<file path="src/rtl/uart_byte_rx.sv">
// Purpose : 8N1 UART byte receiver, LSB first; samples each bit at its centre.
// Latency : rx_done one cycle after the stop-bit centre sample (~9.5*BIT + 3 cycles from the line falling edge).
// Backpr. : none; the serial line cannot be stalled, so each strobe is a single cycle and must be taken when seen.
//
// Ports:
//   sys_clk    - system clock (single domain)
//   sys_rst    - asynchronous reset, active low
//   baud_set   - 0:9600 1:19200 2:38400 3:57600 4..7:115200, latched at each start edge
//   uart_rx    - asynchronous serial input, idle high
//   data_byte  - last correctly framed byte
//   rx_done    - one-cycle strobe, data_byte updated this cycle
//   frame_err  - one-cycle strobe, stop bit sampled low
//   uart_state - high while a frame (or a line break) is in progress
module uart_byte_rx #(
  parameter int CLK_FREQ = 50_000_000
) (
  input  logic       sys_clk,
  input  logic       sys_rst,
  input  logic [2:0] baud_set,
  input  logic       uart_rx,
  output logic [7:0] data_byte,
  output logic       rx_done,
  output logic       frame_err,
  output logic       uart_state
);

  // Counter is sized for the slowest rate.
  localparam int CW = $clog2(CLK_FREQ / 9600 + 1);

  localparam logic [2:0] S_IDLE  = 3'd0;
  localparam logic [2:0] S_START = 3'd1;
  localparam logic [2:0] S_DATA  = 3'd2;
  localparam logic [2:0] S_STOP  = 3'd3;
  localparam logic [2:0] S_BRK   = 3'd4;

  function automatic logic [CW-1:0] bit_period(input logic [2:0] bs);
    case (bs)
      3'd0:    bit_period = CW'(CLK_FREQ / 9600);
      3'd1:    bit_period = CW'(CLK_FREQ / 19200);
      3'd2:    bit_period = CW'(CLK_FREQ / 38400);
      3'd3:    bit_period = CW'(CLK_FREQ / 57600);
      default: bit_period = CW'(CLK_FREQ / 115200);
    endcase
  endfunction

  logic          rx_meta;
  logic          rx_s;
  logic          rx_s_d;
  logic [2:0]    sync_vld;
  logic [2:0]    state;
  logic [CW-1:0] bit_len;
  logic [CW-1:0] div_cnt;
  logic [2:0]    bit_idx;
  logic [7:0]    shreg;

  logic [CW-1:0] bit_m1;
  logic [CW-1:0] half_m1;
  logic          start_edge;

  assign bit_m1  = bit_len - CW'(1);
  assign half_m1 = (bit_len >> 1) - CW'(1);

  // The synchroniser flops come out of reset high, so for the first three
  // cycles rx_s/rx_s_d reflect reset values rather than the pin. sync_vld
  // masks that window: a line that is already low when reset releases
  // (e.g. mid-frame) must not be mistaken for a fresh start edge.
  assign start_edge = sync_vld[2] & rx_s_d & ~rx_s;

  assign uart_state = (state != S_IDLE);

  always_ff @(posedge sys_clk or negedge sys_rst) begin
    if (!sys_rst) begin
      rx_meta   <= 1'b1;
      rx_s      <= 1'b1;
      rx_s_d    <= 1'b1;
      sync_vld  <= 3'b000;
      state     <= S_IDLE;
      bit_len   <= '0;
      div_cnt   <= '0;
      bit_idx   <= 3'd0;
      shreg     <= 8'h00;
      data_byte <= 8'h00;
      rx_done   <= 1'b0;
      frame_err <= 1'b0;
    end else begin
      rx_meta   <= uart_rx;
      rx_s      <= rx_meta;
      rx_s_d    <= rx_s;
      sync_vld  <= {sync_vld[1:0], 1'b1};
      rx_done   <= 1'b0;
      frame_err <= 1'b0;

      case (state)
        S_IDLE: begin
          if (start_edge) begin
            bit_len <= bit_period(baud_set);
            div_cnt <= '0;
            state   <= S_START;
          end
        end

        // Half a bit in, confirm the start bit is still low; otherwise it
        // was a glitch and we quietly return to idle.
        S_START: begin
          if (div_cnt == half_m1) begin
            div_cnt <= '0;
            if (!rx_s) begin
              bit_idx <= 3'd0;
              state   <= S_DATA;
            end else begin
              state   <= S_IDLE;
            end
          end else begin
            div_cnt <= div_cnt + CW'(1);
          end
        end

        // From the start-bit centre, every full bit period lands on the
        // next bit centre.
        S_DATA: begin
          if (div_cnt == bit_m1) begin
            div_cnt        <= '0;
            shreg[bit_idx] <= rx_s;
            if (bit_idx == 3'd7) begin
              state <= S_STOP;
            end else begin
              bit_idx <= bit_idx + 3'd1;
            end
          end else begin
            div_cnt <= div_cnt + CW'(1);
          end
        end

        // Leaving at the stop-bit centre gives half a bit of slack before a
        // back-to-back start edge can arrive.
        S_STOP: begin
          if (div_cnt == bit_m1) begin
            div_cnt <= '0;
            if (rx_s) begin
              data_byte <= shreg;
              rx_done   <= 1'b1;
              state     <= S_IDLE;
            end else begin
              frame_err <= 1'b1;
              state     <= S_BRK;
            end
          end else begin
            div_cnt <= div_cnt + CW'(1);
          end
        end

        // Line break: wait for the line to go idle so a held-low line
        // produces only the one frame_err.
        S_BRK: begin
          if (rx_s) begin
            state <= S_IDLE;
          end
        end

        default: state <= S_IDLE;
      endcase
    end
  end

endmodule

</file>
<file path="config.mk">
export PLATFORM = sky130hd
export DESIGN_NAME = uart_byte_rx
export DESIGN_NICKNAME = d
export VERILOG_FILES = /design/src/rtl/uart_byte_rx.sv
export SDC_FILE = /design/constraint.sdc
export NUM_CORES = 1
export LEC_CHECK = 0
export ABC_CLOCK_PERIOD_IN_PS = 7700
export CAP_MARGIN = 0
export CORE_MARGIN = 2
export CORE_UTILIZATION = 40
export DETAILED_ROUTE_END_ITERATION = 12
export PLACE_DENSITY_LB_ADDON = 0.15
export SLEW_MARGIN = 30
export SYNTH_ARGS = -nofsm -noshare
export SYNTH_HDL_FRONTEND = slang
export SYNTH_SLANG_ARGS = --single-unit
</file>
<file path="constraint.sdc">
create_clock -name sys_clk -period 7.7 [get_ports sys_clk]
set_input_delay 1.155 -clock sys_clk [delete_from_list [all_inputs] [get_ports sys_clk]]
set_output_delay 1.155 -clock sys_clk [all_outputs]
set_load 0.05 [all_outputs]
</file>
==> results of run 1 <==
## power by group through the flow
| stage | Sequential [W] | Combinational, W | Clock [W] |
|---|---|---|---|
| after global routing | 0.000462 | 0.000467 | 0.000180 |
| after detailed placement | 0.000455 | 0.000411 | 0 |
| after CTS | 0.000449 | 0.000413 | 0.000170 |
| after global placement | 0.000455 | 0.000409 | 0 |
| final | 0.000449 | 0.000414 | 0.000162 |
| after floorplan | 0.000369 | 0.000406 | 0 |
## sequential cells by signal, indices dropped and copies added (netlist names), 3 cells and up
signal / cells
bit_idx: 3
state: 3
bit_len: 12
sync_vld: 3
data_byte: 8
div_cnt: 13
shreg: 8
## layout by cell type, fill, tap and decap left out, types with 4 or more instances in the layout
master | synthesis | layout
a21o_1 | 11 | 11
a21oi_1 | 11 | 11
and3_1 | 5 | 5
clkbuf_8 | 0 | 5
clkdlybuf4s50_1 | 0 | 15
dfrtp_1 | 52 | 52
ha_1 | 4 | 4
inv_1 | 9 | 9
mux2_2 | 16 | 16
nand2_1 | 29 | 29
nand2b_1 | 5 | 5
nand3_1 | 14 | 14
nand4_1 | 5 | 5
nand4b_1 | 4 | 4
nor2_1 | 24 | 24
nor2b_1 | 10 | 10
nor3_1 | 10 | 10
nor3b_1 | 6 | 6
nor4_1 | 4 | 4
o21ai_0 | 14 | 14
o21ai_1 | 7 | 7
or3_1 | 8 | 8
or4_1 | 5 | 5
xnor2_1 | 13 | 13
xor2_1 | 11 | 11
## cell type report
class | instances | area, um2
fillers | 809 | 4570
inverters | 9 | 33.8
clock buffers | 6 | 72.6
repair buffers | 17 | 163
multi-input cells | 273 | 1890
flip-flops and latches | 55 | 1380
clock inverters | 2 | 16.3
well taps | 105 | 131
## final timing paths
kind                                  start           to
worst min register to register  sync_vld[1]  sync_vld[2]
max in group asynchronous           sys_rst   bit_len[2]
worst min-delay path            sync_vld[1]  sync_vld[2]
worst max register to register   bit_len[1]   div_cnt[4]
min in group asynchronous           sys_rst  sync_vld[0]
worst max-delay path             bit_len[1]   div_cnt[4]
## per-stage QoR
stage / hold WS, ns / setup slack (ns) / instances
after detailed placement: 0.336 / 3.89 / 459
after CTS: 0.360 / 3.86 / 467
after global routing: 0.364 / 3.56 / 467
after floorplan: 0.331 / 4.38 / 366
after global placement: 0.333 / 3.93 / 459
final: 0.356 / 3.81 / 467
## logic make-up after synthesis
| kind of cell | Yosys count | share of synthesized area [%] |
|---|---|---|
| and+or+nand+nor | 145 | 24.2 |
| AOI/OAI and AO/OA | 78 | 15.9 |
| DFF | 55 | 40.1 |
| buffers and inverters | 38 | 4.95 |
| xor gates and xnor gates | 25 | 6.77 |
| muxes | 20 | 6.44 |
| adders and majority gates | 4 | 1.46 |
| other | 1 | 0.109 |
## worst max-delay path, cell delays in order (launching register included)
cell     delay, ns
dfrtp_1       0.44
inv_1         0.09
ha_1          0.19
nor3b_1       0.46
nand3_1       0.32
xnor2_1       0.23
a221o_1       0.42
or4_1         0.71
a22oi_4       0.53
nor3_1        0.10
a211o_1       0.28
## layer usage
metal / wire length [um] / part of all wire (%)
met1: 3750 / 49
met2: 3560 / 46
met3: 270 / 3.5
met4: 69 / 0.90
met5: 0 / 0
==> summary.txt, run 1 <==
number of synthesized flops with an enable pin -> 0
top cell type by total area after synthesis -> dfrtp_1
clk_skew -> 0.00737 ns
#FFs+latches synth -> 55
Setup TNS Final -> 0 ns
cells resized by post-CTS repair -> 0
Overall Power -> 0.00103 W
vias per cell -> 5.80
ys flop type -> dfrtp_1
GRT Total Usage -> 16.6%
PortBufs -> 16
most common cell in the netlist -> dfrtp_1
Post-CTS Setup Inserts -> 0
Clk pwr share -> 15.8%
syn nets -> 376
largest net degree at the start of global routing -> 56
Post-route DRC -> 0
HP Class -> flop to flop
critical path arrival -> 4.09 ns
Gate power share -> 40.4%
CTS sink count -> 55
ANT cells -> 0
synthesized area -> 3440 um2
status -> finished, final reports clean
Ys Warns -> 0
Max VDD drop -> 91.2 uV
vias in the first global route -> 2534
number of max-cap violations -> 0
CTS tree -> done
Critical Path RT -> 7.90 ns
crit share post-route -> 50.5%
Post-synth top cells -> dfrtp_1, nand2_1, nor2_1
highest clock rate -> 0.257 GHz
first-pass GRT wire length -> 12.9 mm
detailed-placement wirelength estimate -> 5.42 mm
mean area per synthesized cell -> 9.39 um2
static leakage -> 1.59 nW
Worst Max-Slew Pin Slew -> 0.805 ns
global route hottest layer -> met2
core area -> 8260 um2
Util after Layout -> 44.6%
M1 GR Usage -> 24.5%
drt total wl -> 7.65 mm
Clock transition at path regs -> 0.10 ns
Post-Syn Instances -> 366
CP Capture Type -> flop
CTS Buffer Depth -> 2
worst hold path depth -> 0
asr flop ratio synth -> 100%
Chip Height -> 96.7 um
TritonRoute pass-1 iters -> 4
met3 global-route usage -> 2.24%
post-route cell area -> 3680 um2
Synth-to-Final Area Change -> 7.17%
Placed Instance Area -> 3600 um2
layout cell share with drive strength beyond 1 -> 11.0%
Yosys cell types -> 66
Routability Congestion -> 0.878
crit path kind -> flop to flop
global route overflow -> 0
Fin. Hold Viols -> 0
register-to-register setup slack -> 3.81 ns
antenna-violating nets left -> 0
GR Util met2 -> 25.8%
clock period minus worst slack -> 3.89 ns
P per Cell Area -> 278 nW/um2
register area share after synthesis -> 40.1%
R2R cell count -> 10
final net count -> 371
Slew HR -> 45.9%
Initial Utilization -> 41.6%
Sequential Power Share -> 43.8%
largest cells by area after synthesis -> dfrtp_1, mux2_2, xnor2_1
CP Max Fanout -> 21
I/O pins -> 17
Initial DRC Count -> 161
Vias -> 2708
Rows -> 33
antenna violations before repair -> 0
CTS Hold Bufs -> 0
pins over their slew limit -> 0
Yosys top cell area share -> 37.8%
die width -> 96.7 um
CTS root buffer -> clkbuf_8
Clk Latency, worst-skew pair -> 0.31 ns
Internal Pwr Total -> 0.000585 W
routed len/inst -> 16.4 um
Num CTS Buffers -> 5
unrepaired setup endpoints after global routing -> false
final-report setup violation count -> 0
Sw Ratio -> 43.0%
H-tree levels -> 2
die area -> 9350 um2
Psw -> 0.000441 W
critical path launch point type -> flop
(Power assumes the default switching activity.)
==> run 2, diff against run 1 <==
--- a/config.mk
+++ b/config.mk
@@ -5,7 +5,7 @@
 export SDC_FILE = /design/constraint.sdc
 export NUM_CORES = 1
 export LEC_CHECK = 0
-export ABC_CLOCK_PERIOD_IN_PS = 7700
+export ABC_CLOCK_PERIOD_IN_PS = 3800
 export CAP_MARGIN = 0
 export CORE_MARGIN = 2
 export CORE_UTILIZATION = 40
==> constraint.sdc (replaced) <==
create_clock -name sys_clk -period 3.8 [get_ports sys_clk]
set_input_delay 0.57 -clock sys_clk [delete_from_list [all_inputs] [get_ports sys_clk]]
set_output_delay 0.57 -clock sys_clk [all_outputs]
set_load 0.05 [all_outputs]
==> run 2 against run 1 <==
Routed wire length increased by 4.2%. Sequential cell count unchanged. Worst hold slack got worse by 0.075 ns. Via count increased by 1.6%. Clock skew increased by 0.0027 ns.
==> summary.txt, run 2 (same netlist as run 1, synthesis figures left out) <==
status -> finished, final reports clean
HP Class -> input port to async pin
critical path arrival -> 3.74 ns (-0.35 ns)
GRT Total Usage -> 17.1% (+0.51 points)
Slew HR -> 51.3% (+5.4 points)
Fin. Hold Viols -> 0 (unchanged)
first-pass GRT wire length -> 13.4 mm (+4.0%)
Max Used Layer -> met4
Synth-to-Final Area Change -> 11.1%
Biggest register -> div_cnt
Initial Utilization -> 41.6% (unchanged)
core area -> 8260 um2 (unchanged)
global route overflow -> 0 (unchanged)
largest net degree at the start of global routing -> 31 (-45%)
unrepaired setup endpoints after global routing -> false
most frequent cells in the layout -> dfrtp_1, nand2_1, nor2_1, mux2_2, clkdlybuf4s50_1
drt total wl -> 7.97 mm (+4.2%)
met3 WL post-DR -> 314 um (+16%)
vias in the first global route -> 2709 (+6.9%)
Post-CTS Setup Inserts -> 0 (unchanged)
Max VDD drop -> 282 uV (+210%)
detailed-placement wirelength estimate -> 5.85 mm (+7.9%)
crit share post-route -> 93.2% (+43 points)
Sequential Power Share -> 37.1% (-6.7 points)
Num CTS Buffers -> 5 (unchanged)
wire length on met1 -> 3.92 mm (+4.4%)
Top Registers -> div_cnt: 13 flops, bit_len: 12 flops
Clock transition at path regs -> 0.10 ns (about the same)
final net count -> 384 (+3.5%)
H-tree levels -> 2 (unchanged)
Chip Height -> 96.7 um (unchanged)
clk_skew -> 0.0101 ns (+0.00268 ns)
highest clock rate -> 0.282 GHz (+9.8%)
placed cells -> 472 (+2.8%)
die width -> 96.7 um (unchanged)
Psw -> 0.000905 W (+110%)
Util after Layout -> 46.2% (+1.6 points)
P per Cell Area -> 581 nW/um2 (+110%)
Rows -> 33 (unchanged)
CTS tree -> done
vias per cell -> 5.73 (-1.2%)
Routability Congestion -> 0.927 (+5.6%)
Internal Pwr Total -> 0.00132 W (+120%)
Post-route DRC -> 0 (unchanged)
die area -> 9350 um2 (unchanged)
final-report setup violation count -> 0 (unchanged)
max reg flops -> 13 (unchanged)
CTS Buffer Depth -> 2 (unchanged)
Overall Power -> 0.00222 W (+120%)
CP Capture Type -> flop
met2 wire len -> 3.63 mm (+2.1%)
Worst Max-Slew Pin Slew -> 0.730 ns (-0.0747 ns)
Initial DRC Count -> 170 (+5.6%)
PortBufs -> 16 (unchanged)
ANT cells -> 0 (unchanged)
post-route cell area -> 3820 um2 (+3.6%)
Sw Ratio -> 40.8% (-2.2 points)
pins over their slew limit -> 0 (unchanged)
Critical Path RT -> 4.00 ns (-3.90 ns)
CP Max Fanout -> 13 (-38%)
CTS Hold Bufs -> 0 (unchanged)
Placed Instance Area -> 3690 um2 (+2.7%)
antenna-violating nets left -> 0 (unchanged)
most frequent standard cell in the layout excluding fill and tap cells -> dfrtp_1
Clk pwr share -> 17.5% (+1.7 points)
Setup TNS Final -> 0 ns (unchanged)
Vias -> 2751 (+1.6%)
number of max-cap violations -> 0 (unchanged)
Clk Latency, worst-skew pair -> 0.31 ns (about the same)
CTS sink count -> 55 (unchanged)
TritonRoute pass-1 iters -> 4 (unchanged)
layout cell share with drive strength beyond 1 -> 14.9% (+3.9 points)
antenna violations before repair -> 0 (unchanged)
I/O pins -> 17 (unchanged)
CTS root buffer -> clkbuf_8
crit path kind -> flop to flop
Gate power share -> 45.5% (+5.1 points)
static leakage -> 1.66 nW (+4.8%)
non-filler cells, final -> 480 (+2.8%)
routed len/inst -> 16.6 um (+1.4%)
cells resized by post-CTS repair -> 0 (unchanged)
critical path launch point type -> flop
clock period minus worst slack -> 3.54 ns (-0.349 ns)
run 2: cell count changes in the layout (fill, tap and decap cells not counted):
cell	change
buf_4	+13
bufinv_16	+1
inv_6	-1
nor3_1	-1
nor3_2	+1
nor4_1	-1
nor4_2	+1
o21ai_0	-1
o21ai_1	+1
or4_1	-1
or4_4	+1
run 2: path summary, 6_finish.rpt:
path	to	from	slack [ns]	depth (start not counted)
worst min register to register	sync_vld[2]	sync_vld[1]	0.36	0
max in group asynchronous	bit_len[4]	sys_rst	2.72	2
worst max register to register	div_cnt[10]	bit_len[1]	0.26	11
worst max-delay path	div_cnt[10]	bit_len[1]	0.26	11
min in group sys_clk	sync_vld[2]	sync_vld[1]	0.36	0
worst min-delay path	shreg[0]	sys_rst	0.28	1
run 2: cell type report:
type | count | area [um2]
Clock buffer | 6 | 72.6
Clock inverter | 2 | 37.5
Fill cell | 805 | 4440
Inverter | 9 | 33.8
Multi-Input combinational cell | 273 | 1900
Sequential cell | 55 | 1380
Tap cell | 105 | 131
Timing Repair Buffer | 30 | 260
run 2: stage by stage:
stage | hold slack (ns) | setup WS (ns)
after floorplan | 0.274 | 0.482
after global placement | 0.333 | 0.201
after detailed placement | 0.336 | 0.173
after CTS | 0.298 | 0.0833
after global routing | 0.327 | 0.0882
final | 0.281 | 0.260
run 2: power by group through the flow:
| stage | clock network [W] | logic, W | registers [W] |
|---|---|---|---|
| 6_report | 0.000387 | 0.00101 | 0.000823 |
| 2_1_floorplan | 0 | 0.000824 | 0.000748 |
| 3_5_place_dp | 0 | 0.000990 | 0.000834 |
| 4_1_cts | 0.000398 | 0.000996 | 0.000823 |
| 5_1_grt | 0.000420 | 0.00111 | 0.000847 |
| 3_3_place_gp | 0 | 0.000983 | 0.000829 |
run 2: layer usage:
metal,GRT usage [%],up-vias
met5,0,-
met4,4.98,0
met3,2.75,10
li1,-,1347
met2,26.9,64
met1,24.5,1330
run 2: critical path: stages (launching register included):
cell,delay [ns]
dfrtp_1,0.45
inv_1,0.10
ha_1,0.19
or3b_2,0.56
nor3_2,0.30
xnor3_1,0.21
nand3_1,0.08
or4b_2,0.71
a22oi_4,0.29
buf_4,0.23
o21ai_1,0.09
a21o_1,0.21
